## src/rtl/mux16_scan_pkg.sv

```systemverilog
// +--------------------------------------------------------------------+
// | mux16_scan_pkg : shared widths and FSM encoding for the scanner     |
// | Rev 1.0                                                             |
// +--------------------------------------------------------------------+
`default_nettype none

package mux16_scan_pkg;

  localparam int N_CH     = 16;
  localparam int SEL_W    = 4;
  localparam int SETTLE_W = 4;

  typedef enum logic [0:0] {
    ST_IDLE = 1'b0,
    ST_SCAN = 1'b1
  } state_t;

endpackage

`default_nettype wire

```

## src/rtl/mux16_next_chan.sv

```systemverilog
// +--------------------------------------------------------------------+
// | mux16_next_chan : lowest enabled channel above i_sel (or overall)   |
// | Rev 1.0                                                             |
// +--------------------------------------------------------------------+
`default_nettype none

module mux16_next_chan
  import mux16_scan_pkg::*;
(
  input  logic [N_CH-1:0]  i_mask,
  input  logic [SEL_W-1:0] i_sel,
  input  logic             i_first,
  output logic [SEL_W-1:0] o_chan,
  output logic             o_found
);

  // Descending walk so the last hit, i.e. the lowest qualifying channel, wins.
  always_comb begin
    o_chan  = '0;
    o_found = 1'b0;
    for (int i = N_CH - 1; i >= 0; i--) begin
      if (i_mask[i] && (i_first || (SEL_W'(i) > i_sel))) begin
        o_chan  = SEL_W'(i);
        o_found = 1'b1;
      end
    end
  end

endmodule

`default_nettype wire

```

## src/rtl/mux16_scan_ctrl.sv

```systemverilog
// +--------------------------------------------------------------------+
// | mux16_scan_ctrl : drives a 16:1 mux select and captures one scan    |
// | Rev 1.0                                                             |
// +--------------------------------------------------------------------+
`default_nettype none

module mux16_scan_ctrl
  import mux16_scan_pkg::*;
#(
  parameter int SETTLE = 1
) (
  input  logic             clk,
  input  logic             rst_n,
  input  logic             start,
  input  logic             abort,
  input  logic [N_CH-1:0]  chan_mask,
  input  logic             mux_y,
  output logic [SEL_W-1:0] sel,
  output logic             busy,
  output logic             done,
  output logic [N_CH-1:0]  data
);

  localparam logic [SETTLE_W-1:0] c_RELOAD = SETTLE_W'(SETTLE - 1);

  state_t               r_state;
  logic [N_CH-1:0]      r_mask;
  logic [N_CH-1:0]      r_shadow;
  logic [N_CH-1:0]      r_data;
  logic [SEL_W-1:0]     r_sel;
  logic [SETTLE_W-1:0]  r_cnt;
  logic                 r_busy;
  logic                 r_done;

  logic [SEL_W-1:0]     w_first_chan;
  logic                 w_first_found;
  logic [SEL_W-1:0]     w_next_chan;
  logic                 w_next_found;
  logic [N_CH-1:0]      w_merged;

  mux16_next_chan u_first (
    .i_mask  (chan_mask),
    .i_sel   ('0),
    .i_first (1'b1),
    .o_chan  (w_first_chan),
    .o_found (w_first_found)
  );

  mux16_next_chan u_next (
    .i_mask  (r_mask),
    .i_sel   (r_sel),
    .i_first (1'b0),
    .o_chan  (w_next_chan),
    .o_found (w_next_found)
  );

  // Final capture word with the bit being sampled this edge folded in.
  always_comb begin
    w_merged        = r_shadow;
    w_merged[r_sel] = mux_y;
  end

  always_ff @(posedge clk) begin
    if (!rst_n) begin
      r_state  <= ST_IDLE;
      r_mask   <= '0;
      r_shadow <= '0;
      r_data   <= '0;
      r_sel    <= '0;
      r_cnt    <= '0;
      r_busy   <= 1'b0;
      r_done   <= 1'b0;
    end else begin
      r_done <= 1'b0;
      case (r_state)
        ST_IDLE: begin
          if (start) begin
            if (w_first_found) begin
              r_mask   <= chan_mask;
              r_shadow <= '0;
              r_sel    <= w_first_chan;
              r_cnt    <= c_RELOAD;
              r_busy   <= 1'b1;
              r_state  <= ST_SCAN;
            end else begin
              r_data <= '0;
              r_done <= 1'b1;
            end
          end
        end
        ST_SCAN: begin
          if (abort) begin
            r_busy  <= 1'b0;
            r_state <= ST_IDLE;
          end else if (r_cnt != '0) begin
            r_cnt <= r_cnt - 1'b1;
          end else begin
            r_shadow[r_sel] <= mux_y;
            if (w_next_found) begin
              r_sel <= w_next_chan;
              r_cnt <= c_RELOAD;
            end else begin
              r_data  <= w_merged;
              r_done  <= 1'b1;
              r_busy  <= 1'b0;
              r_state <= ST_IDLE;
            end
          end
        end
        default: r_state <= ST_IDLE;
      endcase
    end
  end

  assign sel  = r_sel;
  assign busy = r_busy;
  assign done = r_done;
  assign data = r_data;

endmodule

`default_nettype wire

```

## config.mk

```make
export PLATFORM = sky130hd
export DESIGN_NAME = mux16_scan_ctrl
export DESIGN_NICKNAME = d
export VERILOG_FILES = /design/src/rtl/mux16_scan_pkg.sv /design/src/rtl/mux16_next_chan.sv /design/src/rtl/mux16_scan_ctrl.sv
export SDC_FILE = /design/constraint.sdc
export NUM_CORES = 1
export LEC_CHECK = 0
export BUFFER_PORTS_ARGS = -buffer_cell sky130_fd_sc_hd__buf_4
export CAP_MARGIN = 20
export CORE_ASPECT_RATIO = 0.75
export CORE_MARGIN = 2
export CORE_UTILIZATION = 58
export DETAILED_ROUTE_END_ITERATION = 8
export PLACE_DENSITY = 0.8
export SYNTH_ARGS = -nofsm -noshare
export SYNTH_HDL_FRONTEND = slang
export SYNTH_SLANG_ARGS = --single-unit
export TNS_END_PERCENT = 100
```

## constraint.sdc

```tcl
create_clock -name clk -period 3.2 [get_ports clk]
set_clock_uncertainty 0.15 [all_clocks]
set_input_delay 0.96 -clock clk [delete_from_list [all_inputs] [get_ports clk]]
set_output_delay 0.96 -clock clk [all_outputs]
set_load 0.02 [all_outputs]
```

# Yosys cells after proc, flatten, opt, wreduce, memory -nomap -nowiden
# Cells that the tools add are included.
dict set report totals {
  ff_bits 59
  in_bits 21
}
dict set report classes {
  n_reduce_logical 24
  magnitude_cmp 18
  n_bitwise 1
  addsub 1
  muxes 108
  eq_ne 10
}
# operator n
set ops {}
lappend ops {{two-way mux 4 bit} 42}
lappend ops {{two-way mux 16 bit} 9}
lappend ops {{case mux 16 bit (2 select lines)} 2}
lappend ops {{two-way mux 1 bit} 48}
lappend ops {{> comparator 4 bit (first input constant)} 8}
lappend ops {{logical AND 1 bit} 17}
lappend ops {{bitwise mux 16 bit} 1}
lappend ops {{> comparator 3 x 4 -> 1 bit (first input constant)} 4}
lappend ops {{case mux 4 bit (2 select lines)} 2}
lappend ops {{AND reduction 4 bit} 3}
lappend ops {{inequality test 2 bit (second input constant)} 5}
lappend ops {{AND reduction 5 bit} 2}
lappend ops {{> comparator 1 x 4 -> 1 bit (first input constant)} 2}
lappend ops {{> comparator 2 x 4 -> 1 bit (first input constant)} 2}
lappend ops {{inequality test 3 bit (second input constant)} 2}
lappend ops {{case mux 1 bit (2 select lines)} 3}
lappend ops {{< comparator 4 x 5 -> 1 bit (second input constant)} 1}
lappend ops {{demux 1 bit (select 4 bit)} 1}
lappend ops {{greater-or-equal comparator 4 x 1 -> 1 bit (second input constant)} 1}
lappend ops {{inequality test 2 x 1 -> 1 bit (second input constant)} 2}
lappend ops {{nonzero test 4 bit} 1}
lappend ops {{subtractor 4 x 1 -> 4 bit (second input constant)} 1}
lappend ops {{inequality test 3 x 1 -> 1 bit (second input constant)} 1}
lappend ops {{AND reduction 3 bit} 1}
lappend ops {{NOT 1 bit} 1}

# Logic depth before layout (Yosys ltp)
# Gate-level depths: netlist (run 1).
dict set report depth {
  depth_word 22
  mapped_depth 9
}

# Modules after synthesis
# A second synthesis (run 1) with hierarchy kept.
dict set report hier_totals {
  hier_cells 448
  hier_area_um2 3627.2
}
# mod instances cells_per_inst area_each_um2 seq_area_each_um2
set by_module_without_submodules {}
lappend by_module_without_submodules {mux16_scan_ctrl 1 284 2591.2 1181.1}
lappend by_module_without_submodules {mux16_next_chan 2 82 518.0 0.0}

# Worst setup path before layout (run 1)
# No wires, ideal clock.
dict set report synth_timing {
  path_type {input to register}
  from {in chan_mask[12]}
  to {reg r_shadow[13]}
  setup_time_ns 0.115
  cell_stages 7
  required_time_ns 2.935
  arrival_time_ns 2.401
  setup_slack_ns 0.534
  cell_sequence {nor4_1 > a41oi_1 > buf_2 > o21ai_2 > clkbuf_1 > o21ai_0 > and2_1}
}
dict set report synth_between {
  elab_chain_cells 15
}
# item line_no
set synth_lines {}
lappend synth_lines {{start: declaration} mux16_scan_ctrl.sv:16} ;# input logic [N_CH-1:0] chan_mask,
lappend synth_lines {{two-way mux 1 bit (13 in a row)} mux16_next_chan.sv:22} ;# if (i_mask[i] && (i_first || (SEL_W'(i) > i_sel))) begin
lappend synth_lines {{inequality test 2 x 1 -> 1 bit (no line)} --}
lappend synth_lines {{AND reduction 4 bit (no line)} --}
lappend synth_lines {{end signal: indexed assignment} mux16_scan_ctrl.sv:98} ;# r_shadow[r_sel] <= mux_y;
lappend synth_lines {{end: declaration} mux16_scan_ctrl.sv:28} ;# logic [N_CH-1:0] r_shadow;
# No other way between the ends.
# A chain may end at the register's enable or synchronous reset.

# Worst setup path in the final report (run 1)
dict set report layout_timing {
  from {reg r_sel[3] (netlist: sel[3])}
  to {reg r_cnt[3]}
}
dict set report layout_between {
  elab_chain_cells 20
  elab_cells_between_ends 50
}
# item line_no
set layout_lines {}
lappend layout_lines {{start: declaration} mux16_scan_ctrl.sv:30} ;# logic [SEL_W-1:0] r_sel;
lappend layout_lines {{start signal: assignment} mux16_scan_ctrl.sv:81} ;# r_sel <= w_first_chan;
lappend layout_lines {{start signal: assignment} mux16_scan_ctrl.sv:100} ;# r_sel <= w_next_chan;
lappend layout_lines {{> comparator 4 bit} mux16_next_chan.sv:22}
lappend layout_lines {{logical AND 1 bit} mux16_next_chan.sv:22}
lappend layout_lines {{two-way mux 1 bit (15 in a row)} mux16_next_chan.sv:22}
lappend layout_lines {{two-way mux 1 bit *} mux16_next_chan.sv:22}
lappend layout_lines {{inequality test 3 x 1 -> 1 bit (no line) *} --}
lappend layout_lines {{AND reduction 4 bit (no line) *} --}
lappend layout_lines {{end signal: assignment} mux16_scan_ctrl.sv:82} ;# r_cnt <= c_RELOAD;
lappend layout_lines {{end signal: assignment} mux16_scan_ctrl.sv:96} ;# r_cnt <= r_cnt - 1'b1;
lappend layout_lines {{end signal: assignment} mux16_scan_ctrl.sv:101} ;# r_cnt <= c_RELOAD;
lappend layout_lines {{end: declaration} mux16_scan_ctrl.sv:31} ;# logic [SETTLE_W-1:0] r_cnt;
# Every way passes the cells marked *; elsewhere a longest branch is shown, timed or not.

==> reports/metrics.cfg, run 1 <==
[setup_path]
worstSetupEndpointType=flip-flop
path_class=reg -> reg
worstPathMaxFanout=23
worstPathRequired_ns=3.26
reg2reg_depth=7
startpoint_type=flip-flop
worstPathArrival_ns=2.79

[cells_and_area]
fin_area_um2=3810
final_nets=456
drive_gt1_share_pct=21.7
fill_cells=424
area_growth_pct=18.5
diodes=0

[timing]
fmax_mhz=367
relSlewSlack_pct=50.7
rsz0062_at_grt=no
worst_pin_slew_ns=0.738
finalSetupTns_ns=0
setup_viol=0
period_needed_ns=2.73
fin_crit_sh_pct=85.2
drv_slew=0
hold_violations=0

[placed_design]
dpl_cell_area_um2=3570
dp_hpwl_um=5470
gp_congestion=0.857
portBuffers=42

[synth]
async_reset_ff_share_pct=0
synthesis.nets=422
synth_warnings=0
yosysSeqAreaShare_pct=36.2
avgSynthCellArea_um2=8.05
synth_cells=399
ys_ff_latch=58
synth_cell_types=63
ys.flop_type=dfxtp_1
synth-edff-count=0
syn_area_um2=3210

[drt]
antenna_left=0
first_pass_iters=5
wire_per_inst_um=15.1
detailedRoute.firstIterationViolations=251
vias=2970
routed_via_density=5.79
drc=0
drt_wl_total_um=7750

[floorplanning]
rows=23
core_area_um2=5350
die_area_um2=6150
die_h_um=68.4
initial_core_util_pct=60.0
ioPinCount=43
chipWidth_um=89.9

[grt]
grt_start_max_net_pins=38
grt_first_pass_wirelength_um=12400
grt_pass1_vias=2608
grt_usage_pct=25.6
grt-ovfl-total=0
antenna_found_initial=0

[clocking]
clkLatencyLatePin_ns=0.34
cts_root_buf=clkbuf_8
clk_pin_slew_ns=0.07
cts_setup_buffers=0
cts-resized-gates=0
clockBufferDepth=2
cts_tree=built
htreeDepth=3
cts.sinks=58
cts_inserted_buffers=9
cts_hold_buffers=0

[worst_hold_path]
min_path_type=reg -> reg
hold_depth=2

[flow_run]
drv_cap=0

[power]
ir_drop_mv=0.263
leakage_nw=1.43
p_per_area_nw_per_um2=511

[run_status]
outcome=completed

cell usage after synthesis, drive strengths merged, types with 2 or more instances:
cell type / count / area, µm²
a211oi: 2 / 15.0
a21boi: 7 / 52.6
a21oi: 29 / 145
a311oi: 3 / 32.5
a31o: 3 / 35.0
a31oi: 4 / 25.0
and2: 15 / 93.8
and3: 3 / 18.8
buf: 10 / 58.8
clkbuf: 15 / 57.6
dfxtp: 58 / 1160
ha: 2 / 25.0
inv: 8 / 30.0
mux2: 10 / 113
mux2i: 19 / 190
nand2: 34 / 128
nand2b: 15 / 93.8
nand3: 18 / 90.1
nand4: 2 / 18.8
nor2: 44 / 168
nor2b: 5 / 31.3
nor3: 11 / 60.1
nor3b: 3 / 22.5
nor4: 5 / 52.6
o21ai: 27 / 139
o22ai: 3 / 18.8
o311ai: 2 / 17.5
o31ai: 3 / 22.5
or2: 18 / 113
or3: 4 / 25.0
path summary, 6_finish.rpt:
| check | startpoint | endpoint | slack (ns) |
|---|---|---|---|
| hold / removal | data[4]$_SDFFE_PN0P_ | data[4]$_SDFFE_PN0P_ | 0.32 |
| setup reg to reg | sel[3]$_SDFFE_PN0P_ | r_cnt[3]$_SDFFE_PN0P_ | 0.47 |
| setup / recovery | sel[3]$_SDFFE_PN0P_ | r_cnt[3]$_SDFFE_PN0P_ | 0.47 |
| hold reg to reg | data[4]$_SDFFE_PN0P_ | data[4]$_SDFFE_PN0P_ | 0.32 |
routing by layer:
layer,global-route usage (%),vias up,wire (µm)
li1,-,1478,-
met1,34.9,1367,3660
met2,40.6,115,3430
met3,7.27,10,577
met4,6.73,0,80
met5,0,-,0
where the power goes:
| part | internal, mW | switching (mW) | total (mW) |
|---|---|---|---|
| Clock | 0.501 | 0.291 | 0.792 |
| Combinational | 0.148 | 0.201 | 0.348 |
| Sequential | 0.750 | 0.0565 | 0.807 |
| Total | 1.40 | 0.548 | 1.95 |
critical path, stage by stage, from the launching register on:
cell and delay (ns):
dfxtp_1 0.55, nor2_1 0.41, a21boi_1 0.48, nor4_4 0.09, buf_4 0.18, a21oi_1 0.44, nand2b_1 0.24, a21oi_1 0.05
cells in the final DEF (no fill, tap or decap), drive strengths merged, types with 3 or more instances in the layout:
cell | Yosys | layout
and3 | 3 | 3
and2 | 15 | 15
nor3b | 3 | 3
nor2b | 5 | 5
o31ai | 3 | 3
nand2 | 34 | 34
nor3 | 11 | 11
a31oi | 4 | 4
or2 | 18 | 18
clkbuf | 15 | 12
nand3 | 18 | 18
mux2 | 10 | 10
nor4 | 5 | 5
a21oi | 29 | 29
or3 | 4 | 4
o21ai | 27 | 27
nand2b | 15 | 15
dfxtp | 58 | 58
a21boi | 7 | 7
buf | 10 | 48
inv | 8 | 8
nor2 | 44 | 44
a311oi | 3 | 3
a31o | 3 | 3
o22ai | 3 | 3
mux2i | 19 | 19
registers in the layout, indices dropped and copies added (netlist names):
register,count
busy,1
data,16
r_state,1
sel,4
r_shadow,16
r_cnt,4
done,1
r_mask,15
through the flow:
stage                     util [%]  total power [mW]  std cells  hold WS, ns  setup slack (ns)
after floorplan                  -              1.05        399        0.282             0.534
after global placement        66.7              1.15        497        0.292             0.295
after detailed placement      66.7              1.16        497        0.307             0.284
after CTS                     71.1              1.95        513        0.318             0.567
after global routing          71.1              2.02        513        0.339             0.361
final                         71.1              1.95        513        0.316             0.473
cell type report:
| cell class | instances | area [µm²] | area share [%] |
|---|---|---|---|
| tap | 75 | 93.8 | 2.46 |
| clock inverter | 4 | 72.6 | 1.91 |
| sequential | 58 | 1160 | 30.5 |
| timing repair buffer | 48 | 373 | 9.79 |
| inverter | 8 | 30.0 | 0.789 |
| clock buffer | 12 | 165 | 4.34 |
| multi-input combinational | 308 | 1910 | 50.2 |
cell families after synthesis:
family / Yosys count / share of synthesized area (%)
muxes: 29 / 9.43
adders and majority gates: 2 / 0.779
and+or+nand+nor: 180 / 29.5
AOI/OAI and AO/OA: 96 / 19.3
DFF: 58 / 36.2
xor gates and xnor gates: 1 / 0.273
buffers and inverters: 33 / 4.56
Power figures use the tool's default switching activity.
==> run 2, diff against run 1 <==
ABC_AREA = 1   (was default)
CAP_MARGIN = 25   (was 20)
CORE_UTILIZATION = 59   (was 58)
PLACE_DENSITY = 0.81   (was 0.8)
SYNTH_HIERARCHICAL = 1   (was default)
==> reports/metrics.cfg, run 2 <==
[synth]
synth_most_common_cell=nand2_1
yosysSeqAreaShare_pct=32.3  ; -3.9 points
synth_area_leaders=dfxtp_1 (32%), nand2_1 (20%), nor2_1 (13%)
yosysTopAreaCell=dfxtp_1
synth_cells=593  ; +49%
ys_top_cells_by_count=nand2_1 (194), nor2_1 (130), dfxtp_1 (59)
synth_top_area_share_pct=32.3  ; -3.9 points
syn_area_um2=3660  ; +14%
synth_cell_types=33  ; -48%
synth-edff-count=0  ; unchanged
ys_ff_latch=59  ; +1.7%
synth_warnings=6  ; +6
ys.flop_type=dfxtp_1
avgSynthCellArea_um2=6.17  ; -23%
async_reset_ff_share_pct=0  ; unchanged

[floorplanning]
ioPinCount=43  ; unchanged
initial_core_util_pct=62.1  ; +2.1 points
rows=24  ; +4.3%
core_area_um2=5890  ; +10%
die_area_um2=6850  ; +11%
die_h_um=72.2  ; +5.5%
chipWidth_um=94.9  ; +5.5%

[setup_path]
slowest_stage=dfxtp_1
crit_top_cell=nand2_1
worstPathMaxFanout=12  ; -48%
worstSetupEndpointType=flip-flop
path_cells=nand2_1 -> o211ai_1 -> nand2_1 -> nor2_1 -> nand2_1 -> inv_1 -> nand3_1 -> nand2_1 -> o21ai_0 -> inv_1 -> nand3_2 -> nand2_1 -> nand2_1 -> nor2_1
crit_family=simple AND/OR/NAND/NOR gates
slowest_delay_ns=0.62  ; +0.07 ns
worstPathArrival_ns=2.84  ; +0.05 ns
critical_path_buf_inv_count=2  ; +1
path_class=reg -> reg
startpoint_type=flip-flop
worstPathRequired_ns=3.33  ; +0.07 ns

[drt]
wire_per_inst_um=12.2  ; -19%
first_pass_iters=5  ; unchanged
detailedRoute.firstIterationViolations=250  ; -0.40%
drc=0  ; unchanged
antenna_left=0  ; unchanged
vias=3757  ; +26%
routed_via_density=5.15  ; -11%
drt_wl_total_um=8900  ; +15%

[timing]
setup_viol=0  ; unchanged
drv_slew=0  ; unchanged
finalSetupTns_ns=0  ; unchanged
period_needed_ns=2.71  ; -0.0159 ns
rsz0062_at_grt=no
fmax_mhz=369  ; +0.59%
fin_crit_sh_pct=84.7  ; -0.50 points
relSlewSlack_pct=65.0  ; +14 points
fin_hold_ws_ns=0.311  ; -0.00536 ns
worst_pin_slew_ns=0.523  ; -0.215 ns
hold_violations=0  ; unchanged

[cells_and_area]
diodes=0  ; unchanged
layout_common_cells=nand2_1 (194), nor2_1 (130), dfxtp_1 (59), inv_1 (57), buf_4 (46)
final_nets=669  ; +47%
drive_gt1_share_pct=14.9  ; -6.8 points
layout.cells.non_filler=729  ; +42%
fin_area_um2=4240  ; +11%
mostFrequentLayoutCell=nand2_1
area_growth_pct=15.9
fill_cells=516  ; +22%

[placed_design]
place_inst=713  ; +43%
portBuffers=42  ; unchanged
gp_congestion=0.902  ; +5.2%
dpl_cell_area_um2=4010  ; +12%
dp_hpwl_um=6590  ; +21%

[power]
ir_drop_mv=0.383  ; +46%
p_per_area_nw_per_um2=509  ; -0.43%
leakage_nw=2.19  ; +53%

[clocking]
cts_hold_buffers=0  ; unchanged
cts_tree=built
cts-resized-gates=0  ; unchanged
htreeDepth=3  ; unchanged
cts.sinks=59  ; +1.7%
cts_setup_buffers=0  ; unchanged
clockBufferDepth=2  ; unchanged
cts_root_buf=clkbuf_8
clkLatencyLatePin_ns=0.34  ; about the same
cts_inserted_buffers=9  ; unchanged
clk_pin_slew_ns=0.07  ; about the same

[flow_run]
drv_cap=0  ; unchanged

[run_status]
outcome=completed

[grt]
grt_start_max_net_pins=56  ; +47%
grt-ovfl-total=0  ; unchanged
antenna_found_initial=0  ; unchanged
grt_pass1_vias=3399  ; +30%
grt_usage_pct=27.8  ; +2.2 points
grt_first_pass_wirelength_um=14900  ; +20%

[worst_hold_path]
min_path_type=reg -> reg

[run 2: cell count changes after synthesis, sizes merged, moves of 11 or more]
| cell | before | now |
|---|---|---|
| nor2 | 44 | 139 |
| mux2i | 19 | 0 |
| nand2b | 15 | 0 |
| or2 | 18 | 1 |
| inv | 8 | 61 |
| clkbuf | 15 | 4 |
| nand2 | 34 | 201 |
| nand3 | 18 | 38 |
| a21oi | 29 | 10 |
[run 2: area by class of cell]
cell class	instances	area, µm²	area share (%)
Multi-Input combinational cell	469	2150	50.8
Sequential cell	59	1180	27.9
Timing Repair Buffer	46	345	8.15
Inverter	61	234	5.52
Clock buffer	12	155	3.66
Tap cell	78	97.6	2.30
Clock inverter	4	72.6	1.71
[run 2: kinds of logic (layout without fill, tap and decap cells)]
logic type	count (synthesis)	in the layout	share of synthesized area, %
AO/OA/AOI/OAI	61	61	11.1
adder cells (fa/ha/maj)	2	2	0.684
buffers and inverters	81	123	10.5
flip-flops	59	59	32.3
other	2	18	0.205
AND/OR/NAND/NOR	388	388	45.3
[run 2: path summary, 6_finish.rpt]
| check | start | to | slack [ns] | depth (start not counted) |
|---|---|---|---|---|
| worst min register to register | r_cnt[0]$_SDFFE_PN0P_ | r_cnt[0]$_SDFFE_PN0P_ | 0.31 | 1 |
| worst max-delay path | sel[1]$_SDFFE_PN0P_ | data[1]$_SDFFE_PN0P_ | 0.49 | 14 |
| worst min-delay path | r_cnt[0]$_SDFFE_PN0P_ | r_cnt[0]$_SDFFE_PN0P_ | 0.31 | 1 |
| worst max register to register | sel[1]$_SDFFE_PN0P_ | data[1]$_SDFFE_PN0P_ | 0.49 | 14 |
[run 2: through the flow]
stage | total power [mW] | setup slack (ns) | util [%]
floorplan | 1.25 | 0.759 | -
global placement | 1.36 | 0.552 | 68.1
detailed placement | 1.37 | 0.468 | 68.1
CTS | 2.15 | 0.526 | 72.0
global route | 2.27 | 0.134 | 72.0
finish | 2.16 | 0.489 | 72.0
[run 2: layer usage]
metal	share of wire, %	wire length, µm	GRT usage, %
met5	0	0	0
met4	1.2	104	8.86
met3	7.4	660	6.23
met2	42	3730	41.6
met1	49	4400	39.9
[run 2: power breakdown]
group	leakage [nW]	switching, mW	total [mW]	internal, mW
sequential	0.485	0.0452	0.839	0.794
combinational	1.59	0.350	0.536	0.186
clock	0.113	0.303	0.783	0.480
